===== src/rtl/axi_burst_master_if.sv =====
// AXI4 bus bundle used by the line-burst master: AW/W/B write channels and AR/R read channels.
interface axi_burst_master_if #(
    parameter int DATA_W = 128,
    parameter int ADDR_W = 27
);
    localparam int STRB_W = DATA_W / 8;

    logic              awid;
    logic [ADDR_W-1:0] awaddr;
    logic [7:0]        awlen;
    logic [2:0]        awsize;
    logic [1:0]        awburst;
    logic              awlock;
    logic [3:0]        awcache;
    logic [2:0]        awprot;
    logic [3:0]        awqos;
    logic              awvalid;
    logic              awready;

    logic [DATA_W-1:0] wdata;
    logic [STRB_W-1:0] wstrb;
    logic              wlast;
    logic              wvalid;
    logic              wready;

    logic              bid;
    logic [1:0]        bresp;
    logic              bvalid;
    logic              bready;

    logic              arid;
    logic [ADDR_W-1:0] araddr;
    logic [7:0]        arlen;
    logic [2:0]        arsize;
    logic [1:0]        arburst;
    logic              arlock;
    logic [3:0]        arcache;
    logic [2:0]        arprot;
    logic [3:0]        arqos;
    logic              arvalid;
    logic              arready;

    logic              rid;
    logic [DATA_W-1:0] rdata;
    logic [1:0]        rresp;
    logic              rlast;
    logic              rvalid;
    logic              rready;

    modport master (
        output awid, awaddr, awlen, awsize, awburst, awlock, awcache, awprot, awqos, awvalid,
        input  awready,
        output wdata, wstrb, wlast, wvalid,
        input  wready,
        input  bid, bresp, bvalid,
        output bready,
        output arid, araddr, arlen, arsize, arburst, arlock, arcache, arprot, arqos, arvalid,
        input  arready,
        input  rid, rdata, rresp, rlast, rvalid,
        output rready
    );

    modport slave (
        input  awid, awaddr, awlen, awsize, awburst, awlock, awcache, awprot, awqos, awvalid,
        output awready,
        input  wdata, wstrb, wlast, wvalid,
        output wready,
        output bid, bresp, bvalid,
        input  bready,
        input  arid, araddr, arlen, arsize, arburst, arlock, arcache, arprot, arqos, arvalid,
        output arready,
        output rid, rdata, rresp, rlast, rvalid,
        input  rready
    );
endinterface


===== src/rtl/axi_burst_master.sv =====
// Moves whole cache lines to/from DRAM as AXI4 INCR bursts on independent write and read engines,
// stalling reads that hit the line of an in-flight write.
module axi_burst_master #(
    parameter int DATA_W = 128,
    parameter int ADDR_W = 27,
    parameter int BEATS  = 4
) (
    input  logic                    ACLK,
    input  logic                    ARESET,
    axi_burst_master_if.master      m_axi,
    input  logic                    wr_en,
    output logic                    wr_ready,
    input  logic [ADDR_W-1:0]       wr_addr,
    input  logic [DATA_W*BEATS-1:0] wr_line,
    output logic                    wr_fin,
    output logic                    wr_err,
    input  logic                    rd_en,
    output logic                    rd_ready,
    input  logic [ADDR_W-1:0]       rd_addr,
    output logic [DATA_W*BEATS-1:0] rd_line,
    output logic                    rd_fin,
    output logic                    rd_err
);
    localparam int STRB_W     = DATA_W / 8;
    localparam int LINE_BYTES = STRB_W * BEATS;
    localparam int LINE_W     = DATA_W * BEATS;
    localparam int CNT_W      = (BEATS > 1) ? $clog2(BEATS) : 1;

    localparam logic [CNT_W-1:0]  LAST_BEAT = CNT_W'(BEATS - 1);
    localparam logic [ADDR_W-1:0] LINE_MASK = ~ADDR_W'(LINE_BYTES - 1);
    localparam logic [7:0]        BURST_LEN = 8'(BEATS - 1);
    localparam logic [2:0]        BEAT_SIZE = 3'($clog2(STRB_W));

    typedef enum logic [1:0] {W_IDLE, W_ADDR, W_DATA, W_RESP} w_state_e;
    typedef enum logic [1:0] {R_IDLE, R_ADDR, R_DATA} r_state_e;

    function automatic logic [ADDR_W-1:0] line_base(input logic [ADDR_W-1:0] a);
        return a & LINE_MASK;
    endfunction

    w_state_e           w_state_q, w_state_d;
    logic [CNT_W-1:0]   w_cnt_q, w_cnt_d;
    logic [ADDR_W-1:0]  wr_addr_q, wr_addr_d;
    logic [LINE_W-1:0]  wr_line_q, wr_line_d;
    logic               wr_fin_q, wr_fin_d;
    logic               wr_err_q, wr_err_d;

    r_state_e           r_state_q, r_state_d;
    logic [CNT_W-1:0]   r_cnt_q, r_cnt_d;
    logic [ADDR_W-1:0]  rd_addr_q, rd_addr_d;
    logic [LINE_W-1:0]  rd_line_q, rd_line_d;
    logic               r_err_acc_q, r_err_acc_d;
    logic               rd_fin_q, rd_fin_d;
    logic               rd_err_q, rd_err_d;

    logic               w_last;
    logic               r_last;
    logic               r_beat_err;
    logic               rd_hazard;
    logic               unused_ids;

    // Fixed burst attributes: one INCR burst of BEATS full-width beats per line.
    assign m_axi.awid    = 1'b0;
    assign m_axi.awlen   = BURST_LEN;
    assign m_axi.awsize  = BEAT_SIZE;
    assign m_axi.awburst = 2'b01;
    assign m_axi.awlock  = 1'b0;
    assign m_axi.awcache = 4'b0011;
    assign m_axi.awprot  = 3'b000;
    assign m_axi.awqos   = 4'b0000;
    assign m_axi.wstrb   = '1;
    assign m_axi.arid    = 1'b0;
    assign m_axi.arlen   = BURST_LEN;
    assign m_axi.arsize  = BEAT_SIZE;
    assign m_axi.arburst = 2'b01;
    assign m_axi.arlock  = 1'b0;
    assign m_axi.arcache = 4'b0011;
    assign m_axi.arprot  = 3'b000;
    assign m_axi.arqos   = 4'b0000;

    // Handshake outputs decode registered state only, so no READY-to-VALID combinational path.
    assign m_axi.awvalid = (w_state_q == W_ADDR);
    assign m_axi.awaddr  = wr_addr_q;
    assign m_axi.wvalid  = (w_state_q == W_DATA);
    assign m_axi.wdata   = wr_line_q[w_cnt_q*DATA_W +: DATA_W];
    assign m_axi.wlast   = w_last;
    assign m_axi.bready  = (w_state_q == W_RESP);
    assign m_axi.arvalid = (r_state_q == R_ADDR);
    assign m_axi.araddr  = rd_addr_q;
    assign m_axi.rready  = (r_state_q == R_DATA);

    assign w_last     = (w_cnt_q == LAST_BEAT);
    assign r_last     = (r_cnt_q == LAST_BEAT);
    assign r_beat_err = (m_axi.rresp != 2'b00) || (m_axi.rlast != r_last);

    assign rd_hazard  = (w_state_q != W_IDLE) && (line_base(rd_addr) == wr_addr_q);
    assign wr_ready   = (w_state_q == W_IDLE);
    assign rd_ready   = (r_state_q == R_IDLE) && !rd_hazard;

    assign wr_fin     = wr_fin_q;
    assign wr_err     = wr_err_q;
    assign rd_fin     = rd_fin_q;
    assign rd_err     = rd_err_q;
    assign rd_line    = rd_line_q;

    assign unused_ids = m_axi.bid ^ m_axi.rid;

    always_comb begin
        // NOTE: every _d gets its hold value first so no path through the case leaves it unassigned (no latch).
        w_state_d = w_state_q;
        w_cnt_d   = w_cnt_q;
        wr_addr_d = wr_addr_q;
        wr_line_d = wr_line_q;
        wr_fin_d  = 1'b0;
        wr_err_d  = 1'b0;
        unique case (w_state_q)
            W_IDLE: begin
                if (wr_en) begin
                    wr_addr_d = line_base(wr_addr);
                    wr_line_d = wr_line;
                    w_state_d = W_ADDR;
                end
            end
            W_ADDR: begin
                if (m_axi.awready) begin
                    w_cnt_d   = '0;
                    w_state_d = W_DATA;
                end
            end
            W_DATA: begin
                if (m_axi.wready) begin
                    w_cnt_d = w_cnt_q + CNT_W'(1);
                    if (w_last) begin
                        w_state_d = W_RESP;
                    end
                end
            end
            W_RESP: begin
                if (m_axi.bvalid) begin
                    wr_fin_d  = 1'b1;
                    wr_err_d  = (m_axi.bresp != 2'b00);
                    w_state_d = W_IDLE;
                end
            end
            default: w_state_d = W_IDLE;
        endcase
    end

    always_comb begin
        r_state_d   = r_state_q;
        r_cnt_d     = r_cnt_q;
        rd_addr_d   = rd_addr_q;
        rd_line_d   = rd_line_q;
        r_err_acc_d = r_err_acc_q;
        rd_fin_d    = 1'b0;
        rd_err_d    = 1'b0;
        unique case (r_state_q)
            R_IDLE: begin
                if (rd_en && !rd_hazard) begin
                    rd_addr_d = line_base(rd_addr);
                    r_state_d = R_ADDR;
                end
            end
            R_ADDR: begin
                if (m_axi.arready) begin
                    r_cnt_d     = '0;
                    r_err_acc_d = 1'b0;
                    r_state_d   = R_DATA;
                end
            end
            R_DATA: begin
                // Completion follows the beat count; a misplaced RLAST is only reported.
                if (m_axi.rvalid) begin
                    rd_line_d[r_cnt_q*DATA_W +: DATA_W] = m_axi.rdata;
                    r_cnt_d     = r_cnt_q + CNT_W'(1);
                    r_err_acc_d = r_err_acc_q | r_beat_err;
                    if (r_last) begin
                        rd_fin_d  = 1'b1;
                        rd_err_d  = r_err_acc_q | r_beat_err;
                        r_state_d = R_IDLE;
                    end
                end
            end
            default: r_state_d = R_IDLE;
        endcase
    end

    // NOTE: state is updated with nonblocking assignments so every register samples pre-edge values.
    always_ff @(posedge ACLK) begin
        if (ARESET) begin
            w_state_q   <= W_IDLE;
            w_cnt_q     <= '0;
            wr_addr_q   <= '0;
            // NOTE: line buffers are reset because they drive WDATA and rd_line directly.
            wr_line_q   <= '0;
            wr_fin_q    <= 1'b0;
            wr_err_q    <= 1'b0;
            r_state_q   <= R_IDLE;
            r_cnt_q     <= '0;
            rd_addr_q   <= '0;
            rd_line_q   <= '0;
            r_err_acc_q <= 1'b0;
            rd_fin_q    <= 1'b0;
            rd_err_q    <= 1'b0;
        end else begin
            w_state_q   <= w_state_d;
            w_cnt_q     <= w_cnt_d;
            wr_addr_q   <= wr_addr_d;
            wr_line_q   <= wr_line_d;
            wr_fin_q    <= wr_fin_d;
            wr_err_q    <= wr_err_d;
            r_state_q   <= r_state_d;
            r_cnt_q     <= r_cnt_d;
            rd_addr_q   <= rd_addr_d;
            rd_line_q   <= rd_line_d;
            r_err_acc_q <= r_err_acc_d;
            rd_fin_q    <= rd_fin_d;
            rd_err_q    <= rd_err_d;
        end
    end
endmodule

===== src/flat_wrapper.sv =====
// flat-port wrapper written by rule: the top's interface ports become plain ports
module axi_burst_master_flat 
#(
    parameter int DATA_W = 128,
    parameter int ADDR_W = 27,
    parameter int BEATS  = 4
)
  (ACLK, ARESET, wr_en, wr_ready, wr_addr, wr_line, wr_fin, wr_err, rd_en, rd_ready, rd_addr, rd_line, rd_fin, rd_err, m_axi_awid, m_axi_awaddr, m_axi_awlen, m_axi_awsize, m_axi_awburst, m_axi_awlock, m_axi_awcache, m_axi_awprot, m_axi_awqos, m_axi_awvalid, m_axi_awready, m_axi_wdata, m_axi_wstrb, m_axi_wlast, m_axi_wvalid, m_axi_wready, m_axi_bid, m_axi_bresp, m_axi_bvalid, m_axi_bready, m_axi_arid, m_axi_araddr, m_axi_arlen, m_axi_arsize, m_axi_arburst, m_axi_arlock, m_axi_arcache, m_axi_arprot, m_axi_arqos, m_axi_arvalid, m_axi_arready, m_axi_rid, m_axi_rdata, m_axi_rresp, m_axi_rlast, m_axi_rvalid, m_axi_rready);
  axi_burst_master_if #(.DATA_W(DATA_W), .ADDR_W(ADDR_W)) m_axi_i ();
  input  logic ACLK;
  input  logic ARESET;
  input  logic wr_en;
  output logic wr_ready;
  input  logic [ADDR_W-1:0] wr_addr;
  input  logic [DATA_W*BEATS-1:0] wr_line;
  output logic wr_fin;
  output logic wr_err;
  input  logic rd_en;
  output logic rd_ready;
  input  logic [ADDR_W-1:0] rd_addr;
  output logic [DATA_W*BEATS-1:0] rd_line;
  output logic rd_fin;
  output logic rd_err;
  output wire logic [$bits(m_axi_i.awid)-1:0] m_axi_awid;
  output wire logic [$bits(m_axi_i.awaddr)-1:0] m_axi_awaddr;
  output wire logic [$bits(m_axi_i.awlen)-1:0] m_axi_awlen;
  output wire logic [$bits(m_axi_i.awsize)-1:0] m_axi_awsize;
  output wire logic [$bits(m_axi_i.awburst)-1:0] m_axi_awburst;
  output wire logic [$bits(m_axi_i.awlock)-1:0] m_axi_awlock;
  output wire logic [$bits(m_axi_i.awcache)-1:0] m_axi_awcache;
  output wire logic [$bits(m_axi_i.awprot)-1:0] m_axi_awprot;
  output wire logic [$bits(m_axi_i.awqos)-1:0] m_axi_awqos;
  output wire logic [$bits(m_axi_i.awvalid)-1:0] m_axi_awvalid;
  input wire logic [$bits(m_axi_i.awready)-1:0] m_axi_awready;
  output wire logic [$bits(m_axi_i.wdata)-1:0] m_axi_wdata;
  output wire logic [$bits(m_axi_i.wstrb)-1:0] m_axi_wstrb;
  output wire logic [$bits(m_axi_i.wlast)-1:0] m_axi_wlast;
  output wire logic [$bits(m_axi_i.wvalid)-1:0] m_axi_wvalid;
  input wire logic [$bits(m_axi_i.wready)-1:0] m_axi_wready;
  input wire logic [$bits(m_axi_i.bid)-1:0] m_axi_bid;
  input wire logic [$bits(m_axi_i.bresp)-1:0] m_axi_bresp;
  input wire logic [$bits(m_axi_i.bvalid)-1:0] m_axi_bvalid;
  output wire logic [$bits(m_axi_i.bready)-1:0] m_axi_bready;
  output wire logic [$bits(m_axi_i.arid)-1:0] m_axi_arid;
  output wire logic [$bits(m_axi_i.araddr)-1:0] m_axi_araddr;
  output wire logic [$bits(m_axi_i.arlen)-1:0] m_axi_arlen;
  output wire logic [$bits(m_axi_i.arsize)-1:0] m_axi_arsize;
  output wire logic [$bits(m_axi_i.arburst)-1:0] m_axi_arburst;
  output wire logic [$bits(m_axi_i.arlock)-1:0] m_axi_arlock;
  output wire logic [$bits(m_axi_i.arcache)-1:0] m_axi_arcache;
  output wire logic [$bits(m_axi_i.arprot)-1:0] m_axi_arprot;
  output wire logic [$bits(m_axi_i.arqos)-1:0] m_axi_arqos;
  output wire logic [$bits(m_axi_i.arvalid)-1:0] m_axi_arvalid;
  input wire logic [$bits(m_axi_i.arready)-1:0] m_axi_arready;
  input wire logic [$bits(m_axi_i.rid)-1:0] m_axi_rid;
  input wire logic [$bits(m_axi_i.rdata)-1:0] m_axi_rdata;
  input wire logic [$bits(m_axi_i.rresp)-1:0] m_axi_rresp;
  input wire logic [$bits(m_axi_i.rlast)-1:0] m_axi_rlast;
  input wire logic [$bits(m_axi_i.rvalid)-1:0] m_axi_rvalid;
  output wire logic [$bits(m_axi_i.rready)-1:0] m_axi_rready;
  assign m_axi_awid = m_axi_i.awid;
  assign m_axi_awaddr = m_axi_i.awaddr;
  assign m_axi_awlen = m_axi_i.awlen;
  assign m_axi_awsize = m_axi_i.awsize;
  assign m_axi_awburst = m_axi_i.awburst;
  assign m_axi_awlock = m_axi_i.awlock;
  assign m_axi_awcache = m_axi_i.awcache;
  assign m_axi_awprot = m_axi_i.awprot;
  assign m_axi_awqos = m_axi_i.awqos;
  assign m_axi_awvalid = m_axi_i.awvalid;
  assign m_axi_i.awready = m_axi_awready;
  assign m_axi_wdata = m_axi_i.wdata;
  assign m_axi_wstrb = m_axi_i.wstrb;
  assign m_axi_wlast = m_axi_i.wlast;
  assign m_axi_wvalid = m_axi_i.wvalid;
  assign m_axi_i.wready = m_axi_wready;
  assign m_axi_i.bid = m_axi_bid;
  assign m_axi_i.bresp = m_axi_bresp;
  assign m_axi_i.bvalid = m_axi_bvalid;
  assign m_axi_bready = m_axi_i.bready;
  assign m_axi_arid = m_axi_i.arid;
  assign m_axi_araddr = m_axi_i.araddr;
  assign m_axi_arlen = m_axi_i.arlen;
  assign m_axi_arsize = m_axi_i.arsize;
  assign m_axi_arburst = m_axi_i.arburst;
  assign m_axi_arlock = m_axi_i.arlock;
  assign m_axi_arcache = m_axi_i.arcache;
  assign m_axi_arprot = m_axi_i.arprot;
  assign m_axi_arqos = m_axi_i.arqos;
  assign m_axi_arvalid = m_axi_i.arvalid;
  assign m_axi_i.arready = m_axi_arready;
  assign m_axi_i.rid = m_axi_rid;
  assign m_axi_i.rdata = m_axi_rdata;
  assign m_axi_i.rresp = m_axi_rresp;
  assign m_axi_i.rlast = m_axi_rlast;
  assign m_axi_i.rvalid = m_axi_rvalid;
  assign m_axi_rready = m_axi_i.rready;
  axi_burst_master #(.DATA_W(DATA_W), .ADDR_W(ADDR_W), .BEATS(BEATS)) u_core (.ACLK(ACLK), .ARESET(ARESET), .m_axi(m_axi_i), .wr_en(wr_en), .wr_ready(wr_ready), .wr_addr(wr_addr), .wr_line(wr_line), .wr_fin(wr_fin), .wr_err(wr_err), .rd_en(rd_en), .rd_ready(rd_ready), .rd_addr(rd_addr), .rd_line(rd_line), .rd_fin(rd_fin), .rd_err(rd_err));
endmodule

===== config.mk =====
export PLATFORM = sky130hd
export DESIGN_NAME = axi_burst_master_flat
export DESIGN_NICKNAME = d
export VERILOG_FILES = /design/src/rtl/axi_burst_master_if.sv /design/src/rtl/axi_burst_master.sv /design/src/flat_wrapper.sv
export SDC_FILE = /design/constraint.sdc
export NUM_CORES = 2
export LEC_CHECK = 0
export BUFFER_PORTS_ARGS = -buffer_cell sky130_fd_sc_hd__buf_2
export CORE_AREA = 3 3 574 576
export CTS_BUF_LIST = sky130_fd_sc_hd__clkbuf_8
export CTS_CLUSTER_SIZE = 28
export DETAILED_ROUTE_END_ITERATION = 10
export DIE_AREA = 0 0 577 579
export MAX_ROUTING_LAYER = met4
export PLACE_DENSITY = 0.37
export SLEW_MARGIN = 40
export SYNTH_ARGS = -nofsm -noshare
export SYNTH_HDL_FRONTEND = slang
export SYNTH_SLANG_ARGS = --single-unit
export TNS_END_PERCENT = 1

===== constraint.sdc =====
create_clock -name ACLK -period 3.2 [get_ports ACLK]
set_input_delay 0.96 -clock ACLK [delete_from_list [all_inputs] [get_ports ACLK]]
set_output_delay 0.96 -clock ACLK [all_outputs]
set_load 0.01 [all_outputs]

==> flow_summary_export.csv <==
group,metric,value,unit
detailed_routing,firstDrtPassIters,5,
timing,finalSetupViolations,129,
power,p_leak,23.50,nW
logic_synthesis,synth-edff-count,0,
setup_path,path_class,"register to primary output",
cells_and_area,final_common_cell,"nand2_1",
worst_hold_path,hold_class,"input port to register",
timing,slew_viol_final,0,
logic_synthesis,yosysSeqAreaShare,0.5114,
floorplan,dieArea,334100,um^2
setup_path,cp-end-kind,"primary output",
detailed_routing,drtIter0Drc,2499,
detailed_routing,avgRoutedWirePerCell,22.96,um
logic_synthesis,synth_flop_cell,"dfxtp_1",
logic_synthesis,avgSynthCellArea,8.425,um^2
setup_path,crit_buf_inv,3,
grt,grt_pass1_vias,41320,
timing,finalCriticalPeriod,3.585,ns
floorplan,ios,1484,
cts,clock_path_buffers,4,
timing,relSlewSlack,0.5668,
detailed_routing,routed_wl,251500,um
cts,clkLatencyLatePin,0.99,ns
cts,cts-root-buf,"clkbuf_8",
timing,holdWs,0.2061,ns
setup_path,cp_slowest_cell,"mux4_2",
timing,tightest_slew,0.6498,ns
flow_run,maxCapViolCount,0,
cells_and_area,final_cell_mix,"1583 x nand2_1, 1359 x buf_2, 1076 x dfxtp_1, 1047 x a21oi_1, 514 x nand3_1",
setup_path,crit_fanout,16,
setup_path,cp.required,2.24,ns
cts,numClockSinks,1079,
grt,grt_remaining_overflow,0,
setup_path,arrival,2.62,ns
cells_and_area,syn2layout_area_growth,40.27,%
grt,grt_pass1_wl,336200,um
status,violations,"negative setup slack",
timing,fin_crit_sh,1.120,
cells_and_area,regArea,21610,um^2
floorplan,die_y,579,um
place,place_ws,-0.5780,ns
logic_synthesis,synth_area_leader_cell,"dfxtp_1",
power,fin_total_pwr,37.59,mW
timing,hold_violations,0,
power,ir_worst_vdd,0.3233,mV
cells_and_area,multi_input_area,18160,um^2
status,status,"complete, but fails checks",
detailed_routing,vias,42210,
floorplan,coreArea,324300,um^2
setup_path,crit_chain,"buf_16 > buf_6 > mux4_2 > buf_2",
grt,grtUsageTotal,0.1461,
logic_synthesis,syn-cell-area,42240,um^2
setup_path,cpPeakStageDelay,0.56,ns
power,power_density,634.4,nW/um^2
detailed_routing,post-route-drc-count,0,
timing,fmax,279.0,MHz
place,dp.final_hpwl,197700,um
logic_synthesis,synth_cell_type_count,42,
place,portBuffers,1389,
grt,antenna_found_initial,142,
timing,tns,-30.71,ns
timing,setup_ws,-0.3848,ns
detailed_routing,ant_nets,0,
logic_synthesis,synthTopCellsByArea,"dfxtp_1 51%, nand2_1 14%, a21oi_1 12%",
cells_and_area,fin_nets,7101,
cts,cts_inserted_buffers,209,
floorplan,rows,209,
grt,grt_max_degree,115,
timing,rsz0062_at_grt,"true",
cts,clk_pin_slew,0.06,ns
detailed_routing,via_per_inst,3.853,
setup_path,path_delay_family,"buffers and inverters",
logic_synthesis,ys_ff_latch,1079,
floorplan,start_util,0.1303,
cts,cts_max_level,4,
setup_path,startpoint_type,"register",
place,gp_congestion,0.8533,
cts,cts_tree,"yes",
cells_and_area,drive_gt1_frac,0.3139,
logic_synthesis,netlist_instances,5014,
logic_synthesis,synth_warnings,0,
cells_and_area,fin_util,0.1827,
cells_and_area,n_fill_cell,37000,
floorplan,die_x,577,um
timing,skew,0.1120,ns
logic_synthesis,synth_top_area_share,0.5114,
logic_synthesis,async_reset_ff_frac,0,
[worst register-to-register path, delay by kind of cell (launching register included)]
family,cells,cell delay [ns]
flops,1,0.50
buf+inv,3,1.07
simple gates,2,0.38
fa+ha+maj,1,0.42
compound gates,1,0.15
[routing by layer]
metal | track usage | vias to the layer above | wire (um)
li1 | - | 19660 | -
met1 | 0.1578 | 20350 | 95850
met2 | 0.2560 | 1759 | 125400
met3 | 0.04147 | 447 | 19370
met4 | 0.04891 | 0 | 10910
met5 | - | - | 0
[where the power goes]
part	internal [mW]	total (mW)	switching [mW]
Clock	7.81	14.3	6.51
Combinational	2.83	7.70	4.87
Sequential	14.7	15.6	0.855
[kinds of logic (layout without fill, tap and decap cells)]
family	after synthesis	count (layout)	synth area share
muxes	130	130	0.06872
and+or+nand+nor	2157	2157	0.2105
buffers and inverters	529	1974	0.06940
xor gates and xnor gates	22	22	0.004562
other	2	175	0.0001778
DFF	1079	1079	0.5114
adders and majority gates	11	11	0.003258
AOI/OAI and AO/OA	1084	1084	0.1320
[state kept, by name, indices dropped and copies added (netlist names)]
| name | cells |
|---|---|
| u_core.rd_line | 512 |
| u_core.wr_line_q | 512 |
| u_core.m_axi.araddr | 21 |
| u_core.m_axi.awaddr | 21 |
| u_core.r_cnt_q | 2 |
| u_core.r_state_q | 2 |
| u_core.w_cnt_q | 2 |
| u_core.w_state_q | 2 |
| u_core.r_err_acc_q | 1 |
| u_core.rd_err | 1 |
| u_core.rd_fin | 1 |
| u_core.wr_err | 1 |
| u_core.wr_fin | 1 |
[layout make-up]
type,count,area share
Sequential cell,1079,0.3648
Multi-Input combinational cell,3484,0.3065
Timing Repair Buffer,1598,0.1611
Tap cell,4325,0.09133
Clock buffer,265,0.06156
Clock inverter,103,0.01024
Antenna cell,95,0.004012
Inverter,8,0.0005068
[synthesized netlist by cell type (all sizes together) (4+ instances only)]
library cell,number
o2bb2ai,21
dfxtp,1079
a21oi,1048
a22oi,4
nand2b,22
nor3b,4
o21ai,4
nand3,514
nand2,1588
clkbuf,192
ha,11
buf,329
mux4,128
nor2,11
inv,8
and3,4
xnor2,8
xor2,14
[worst paths after layout]
kind | depth (start not counted) | start | end | slack [ns]
worst max-delay path | 4 | u_core.w_cnt_q[0] | m_axi_wdata[33] | -0.38
worst min-delay path | 3 | wr_line[153] | u_core.wr_line_q[153] | 0.21
worst max register to register | 7 | u_core.r_cnt_q[0] | u_core.rd_line[40] | 0.60
worst min register to register | 2 | u_core.rd_line[147] | u_core.rd_line[147] | 0.44
[metrics by stage]
stage	cells	cell area, um^2
CTS	10860	58790
floorplan	5092	42530
detailed placement	10490	54370
global route	10940	59210
finish	10960	59250
global placement	10490	54360
[timing repair]
| item | CTS | global route |
|---|---|---|
| gates resized for setup | 31 | 41 |
| setup endpoints to repair | 131 | 130 |
| hold buffers | 2 | 0 |
| hold endpoints to repair | 1 | 0 |
| pin swaps | 2 | 2 |
| setup buffers | 1 | 3 |
| gates cloned | 0 | 1 |
Note: power is estimated with default switching activity, not from simulation.
